[src/rtl/perimeter_arbiter.sv]
// perimeter_arbiter: round-robin arbiter that shares one 2*(a+b) perimeter
// unit among 2**IDW rectangle producers on /dav-rfd input handshakes and
// delivers the tagged result to one consumer over an outgoing /dav-rfd
// handshake.
module perimeter_arbiter #(
  parameter int W   = 8,
  parameter int IDW = 2
) (
  input  logic                      clock,
  input  logic                      reset,
  input  logic [(2**IDW)*W-1:0]     data_a_in,
  input  logic [(2**IDW)*W-1:0]     data_b_in,
  input  logic [(2**IDW)-1:0]       dav_in_,
  output logic [(2**IDW)-1:0]       rfd_in,
  output logic [W+1:0]              data_out,
  output logic [IDW-1:0]            id_out,
  output logic                      dav_out_,
  input  logic                      rfd_out
);

  localparam int N = 2**IDW;

  typedef enum logic [1:0] {
    IDLE = 2'd0,
    WDAV = 2'd1,
    WRFD = 2'd2,
    WACK = 2'd3
  } state_t;

  state_t           state_q;
  logic [IDW-1:0]   ptr_q;
  logic [N-1:0]     rfd_in_q;
  logic [W+1:0]     data_q;
  logic [IDW-1:0]   id_q;
  logic             dav_out_q;

  logic [N-1:0]     req_s;
  logic             any_req_s;
  logic [IDW-1:0]   win_s;
  logic [IDW-1:0]   idx_s;
  logic             take_s;
  logic [W-1:0]     a_w_s;
  logic [W-1:0]     b_w_s;

  // Exact 2*(a+b): sum widened by one bit, then shifted left by one.
  function automatic logic [W+1:0] perimeter(input logic [W-1:0] a,
                                              input logic [W-1:0] b);
    logic [W:0] sum;
    sum = {1'b0, a} + {1'b0, b};
    return {sum, 1'b0};
  endfunction

  // Round-robin pick: first requesting channel scanning from ptr_q upwards.
  always_comb begin
    req_s     = ~dav_in_ & rfd_in_q;
    any_req_s = 1'b0;
    win_s     = '0;
    idx_s     = '0;
    take_s    = 1'b0;
    for (int i = 0; i < N; i++) begin
      idx_s     = ptr_q + IDW'(i);
      take_s    = req_s[idx_s] & ~any_req_s;
      win_s     = take_s ? idx_s : win_s;
      any_req_s = any_req_s | req_s[idx_s];
    end
  end

  // Operand mux for the winning channel's two sides.
  always_comb begin
    a_w_s = data_a_in[win_s*W +: W];
    b_w_s = data_b_in[win_s*W +: W];
  end

  // Handshake FSM; all outputs are registered here.
  always_ff @(posedge clock) begin
    if (reset) begin
      state_q   <= IDLE;
      ptr_q     <= '0;
      rfd_in_q  <= '1;
      data_q    <= '0;
      id_q      <= '0;
      dav_out_q <= 1'b1;
    end else begin
      case (state_q)
        IDLE: begin
          dav_out_q <= 1'b1;
          if (any_req_s) begin
            data_q          <= perimeter(a_w_s, b_w_s);
            id_q            <= win_s;
            rfd_in_q[win_s] <= 1'b0;
            ptr_q           <= win_s + IDW'(1);
            state_q         <= WDAV;
          end else begin
            state_q <= IDLE;
          end
        end
        WDAV: begin
          // Producer must withdraw its request before the channel reopens.
          if (dav_in_[id_q]) begin
            rfd_in_q[id_q] <= 1'b1;
            state_q        <= WRFD;
          end else begin
            state_q <= WDAV;
          end
        end
        WRFD: begin
          if (rfd_out) begin
            dav_out_q <= 1'b0;
            state_q   <= WACK;
          end else begin
            state_q <= WRFD;
          end
        end
        WACK: begin
          if (!rfd_out) begin
            dav_out_q <= 1'b1;
            state_q   <= IDLE;
          end else begin
            state_q <= WACK;
          end
        end
        default: begin
          state_q   <= IDLE;
          rfd_in_q  <= '1;
          dav_out_q <= 1'b1;
        end
      endcase
    end
  end

  assign rfd_in   = rfd_in_q;
  assign data_out = data_q;
  assign id_out   = id_q;
  assign dav_out_ = dav_out_q;

endmodule

[config.mk]
export PLATFORM = sky130hd
export DESIGN_NAME = perimeter_arbiter
export DESIGN_NICKNAME = d
export VERILOG_FILES = /design/src/rtl/perimeter_arbiter.sv
export SDC_FILE = /design/constraint.sdc
export NUM_CORES = 1
export LEC_CHECK = 0
export ABC_AREA = 1
export CORE_AREA = 2 2 84 86
export CTS_BUF_LIST = sky130_fd_sc_hd__clkbuf_2
export DETAILED_ROUTE_END_ITERATION = 16
export DIE_AREA = 0 0 86 88
export GPL_TIMING_DRIVEN = 0
export HOLD_SLACK_MARGIN = 0.12
export PLACE_DENSITY = 0.75
export SYNTH_ARGS = -nofsm -noshare
export SYNTH_HDL_FRONTEND = slang
export SYNTH_SLANG_ARGS = --single-unit
[constraint.sdc]
create_clock -name clock -period 2.7 [get_ports clock]
set_clock_uncertainty 0.1 [all_clocks]
set_input_delay 0.405 -clock clock [delete_from_list [all_inputs] [get_ports clock]]
set_output_delay 0.405 -clock clock [all_outputs]
set_load 0.01 [all_outputs]
# Yosys cells after proc, flatten, opt, wreduce, memory -nomap -nowiden
# Index checks and enable logic that the tools add are counted.
# word_totals
ff_bits,20
wordCells,79
# op_classes
n_addsub,5
magnitude_cmp,8
eq_ne,7
shifts,2
muxes,29
bitwise_logic,14
reduce_logical,8
# ops
operator,count
$shiftx 32x6->8,2
$lt 2x3->1 const B,6
$mux 2,6
$mux 1,11
$bmux 1 s2,5
$add 8x8->9,1
$and 4x4->4,2
$mux 4,2
$ne 2x2->1 const B,4
$not 4->4,2
$pmux 2 s4,1
$pmux 4 s2,1
$reduce_and 3->1,2
$add 2x1->2 const B,2
$add 2x2->2 const B,2
$demux 1 s2,2
$eq 2x2->1 const B,2
$ge 2x1->1 const B,2
$or 4x4->4,1
$and 1x1->1,3
$not 1->1,3
$or 1x1->1,3
$pmux 1 s3,1
$reduce_bool 3->1,1
other kinds (5),6

# Logic depth before layout (Yosys ltp)
# logic_depth
ltp_word,17
depth_mapped,25

# Worst setup path after synthesis
# No wires, ideal clock.
# synth_timing
kind,register -> register
from,register ptr_q[0]
to,register data_q[9] (netlist: data_out[9])
setup_ns,0.064
arrival_time_ns,2.650
slack_ns,-0.114
path_stages_with_launch,26
period_less_slack_ns,2.814
cell_sequence,dfxtp_1 > buf_6 > clkinv_4 > nand2_1 > nand2_2 > nand3_2 > nand2_4 > nand2_2 > nand2_1 > nand2_1 > nand3_2 > buf_6 > buf_6 > nand2_1 > nand3_1 > nand2_1 > ha_1 > inv_1 > fa_1 > inv_1 > nand4_1 > nand3_1 > nand2_1 > a21boi_0 > nor3_1 > nor2_1
# synth_between
elab_chain_cells,10
word_cells_on_any_way,28
classes_between,4 x add/sub; 2 x shift; 12 x mux; 9 x bitwise; 1 x reduce/logical
# synth_rtl
item,line,source
from (decl),31,logic [IDW-1:0] ptr_q;
from (signal assigned),91,ptr_q <= win_s + IDW'(1);
$add 2x1->2,61,idx_s = ptr_q + IDW'(i);
$bmux 1 s2,"62, 64",
$mux 1 (not written as such),"62, 64",
$or 1x1->1,64,any_req_s = any_req_s | req_s[idx_s];
$not 1->1 or $or 1x1->1 (tied branches),"62, 64",
$and 1x1->1 or $not 1->1 (tied branches),62,take_s = req_s[idx_s] & ~any_req_s;
$mux 2 or $and 1x1->1 (tied branches),"63, 62",
$mux 2,63,win_s = take_s ? idx_s : win_s;
$shiftx 32x6->8 (on tied branches),"70, 71",
$add 8x8->9,49,"sum = {1'b0, a} + {1'b0, b};"
to (signal assigned),88,"data_q <= perimeter(a_w_s, b_w_s);"
to (decl),33,logic [W+1:0] data_q;
# Parallel ways exist; a longest one is shown, timed or not. The select of a mux whose other input is x is not followed.
# A chain may end at the register's enable or synchronous reset.

# Final worst setup path
# Same ends and word-level chain as after synthesis.

==> flow_summary_export.csv <==
group,metric,value,unit
outcome,status,"finished with violations",
outcome,failed_checks,"setup timing",
worst_setup_path,crit_chain,"buf_8, clkinv_8, nand2_4, nand2_4, nand3_4, nand2_4, buf_12, nor2_4, nand2_2, o21ai_2, buf_6, nand3_2, nand2_2, ha_4, inv_2, fa_2, inv_2, nand4_1, nand3_2, nand2_2, a21boi_2, nor3_2, nor2_1",
die,fp-row-count,30,
synthesis,yosysTopAreaCell,"nand3_1",
worst_setup_path,end_kind,"flop",
routing,detail-route-antenna-nets,0,
routing,avgRoutedWirePerCell,13.9,um
die,dieHeight,88,um
routing,dr.pass1.iters,5,
die,dieArea,7570,um^2
timing,period_share,115,%
layout,layout.nets,631,
synthesis,syn_inst,425,
die,dieWidth,86,um
layout,drive_gt1_share,29.3,%
timing,setup_viol,8,
layout,final_cell_count_no_fill,626,
synthesis,syn_area,2560,um^2
worst_setup_path,crit_required,2.89,ns
placed_design,numPortBuffers,86,
worst_setup_path,worstSetupPathType,"reg2reg",
synthesis,yosys.area.top_type_share,17.8,%
worst_setup_path,setup.worst_path.start_class,"flop",
layout,areaGrowthSynthToFinish,66.0,%
synthesis,yosysMostFrequentCell,"nand3_1",
clock_tree,cts_tree,"built",
timing,rsz0062_at_grt,"true",
worst_setup_path,crit_path_top_delay_cell,"dfxtp_2",
synthesis,avgSynthCellArea,6.03,um^2
die,start_util,38.6,%
routing,routed_wl,8700,um
timing,setup_ws,-0.403,ns
routing,drt-initial-drc-count,196,
global_routing,grt.total_usage,22.0,%
routing,drc_errors,0,
clock_tree,clkTransAtPathRegs,0.19,ns
worst_setup_path,crit_path_max_fanout,8,
global_routing,grt_max_degree,12,
worst_setup_path,max_stage_delay,0.38,ns
synthesis,synth.top_cells.by_count,"91 x nand3_1, 86 x nand2_1, 85 x inv_1, 24 x nor2_1, 20 x dfxtp_1",
synthesis,seq_area_frac_synth,15.6,%
timing,fmax,322,MHz
global_routing,globalRouteOverflowTotal,0,
synthesis,yosysWarnings,0,
die,pin_count,88,
clock_tree,clock-sinks,20,
layout,antennaDiodeCount,0,
hold_path,hold_class,"reg2reg",
placed_design,place_hpwl,5970,um
layout,fill_cells,563,
synthesis,yosys.cell_types.count,38,
synthesis,ys.flop_type,"dfxtp_1",
die,core,6640,um^2
synthesis,async_flop_share,0,%
global_routing,antenna_found_initial,0,
synthesis,ys_ff_latch,20,
clock_tree,cts_root_buffer,"clkbuf_2",
synthesis,syn-num-nets,509,
placed_design,place_inst,591,
routing,viasPerCell,5.14,
run,max_cap_viol_count,0,
clock_tree,cts_buffers,3,
worst_setup_path,arrival,3.29,ns
timing,slew_violations,0,
placed_design,gp_congestion,0.889,
clock_tree,h-tree-depth,1,
clock_tree,worstSkewPairLatency,0.32,ns
timing,finalCriticalPeriod,3.10,ns
clock_tree,cts_buffer_depth,2,
synthesis,synth_edf_count,0,
clock_tree,hold_buffers,0,
global_routing,grt_pass1_wl,13600,um
timing,final-hold-violation-count,0,
synthesis,synth_area_leaders,"nand3_1 18%, dfxtp_1 16%, nand2_1 13%, inv_1 12%, ha_1 5.9%",
global_routing,first_global_vias,3095,
routing,vias,3216,
-- worst paths after layout --
check,slack [ns],start,endpoint,depth (start not counted)
worst min register to register,0.41,data_out[5],data_out[5],2
worst max register to register,-0.40,ptr_q[0],data_out[9],23
worst min-delay path,0.41,data_out[5],data_out[5],2
worst max-delay path,-0.40,ptr_q[0],data_out[9],23
-- critical path, delay by kind of cell (launching register included) --
kind,cells,cell delay [ns]
flip-flops,1,0.38
AO/OA/AOI/OAI,2,0.28
AND/OR/NAND/NOR,13,1.13
buffers and inverters,6,0.64
adder cells (fa/ha/maj),2,0.52
-- placed cells by master, fill, tap and decap left out, types with 12 or more instances in the layout --
master           instances
nor2_1                  24
nand3_1                 72
buf_6                   12
buf_4                   32
clkdlybuf4s50_1         84
o21ai_0                 13
nand2_2                 26
nand3_2                 26
nand2_1                 64
dfxtp_1                 14
inv_1                   80
-- sequential cells by signal (all words and copies together), names as in the netlist --
name and cells:
id_out 2, dav_out_ 1, data_out 9, rfd_in 4, ptr_q 2, state_q 2
-- through the flow --
stage	utilization [%]	instance area (um^2)	worst slack (ns)	hold slack (ns)	setup TNS (ns)
5_1_grt	64.0	4250	-0.535	0.433	-3.23
2_1_floorplan	-	2650	-0.0635	0.374	-0.114
4_1_cts	61.2	4060	-0.304	0.411	-1.48
3_3_place_gp	54.4	3610	-0.818	0.372	-5.87
6_report	64.0	4250	-0.403	0.407	-2.24
3_5_place_dp	54.4	3610	-0.858	0.382	-6.11
-- per-layer routing --
layer	GRT usage, %	up-vias	part of all wire (%)
met4	7.50	0	3.2
met5	0	-	0
met2	42.1	141	53
met3	3.11	24	6.0
li1	-	1591	-
met1	24.7	1460	38
-- logic make-up after synthesis --
logic type | count (synthesis) | share of synthesized area, %
adder cells (fa/ha/maj) | 13 | 6.64
AND/OR/NAND/NOR | 243 | 49.2
flip-flops | 20 | 15.6
other | 1 | 0.146
XOR/XNOR | 5 | 1.71
AO/OA/AOI/OAI | 36 | 7.62
buffers and inverters | 107 | 19.1
-- cell type report --
class | instances | area [um^2] | area share [%]
timing repair buffer | 117 | 1110 | 26.0
sequential | 20 | 410 | 9.65
clock inverter | 1 | 3.75 | 0.0883
multi-input combinational | 298 | 2060 | 48.5
tap | 80 | 100 | 2.35
buffer | 19 | 210 | 4.94
inverter | 88 | 345 | 8.12
clock buffer | 3 | 15.0 | 0.353
-- timing repair --
action / in CTS / in global routing
cloned: 0 / 1
pin swaps: 27 / 25
resized for setup: 54 / 34
setup buffers: 24 / 6
endpoints found under the setup margin: 8 / 8
Power is not shown: default switching activity piles up to over one toggle a cycle in this logic, so the estimate is an artifact.
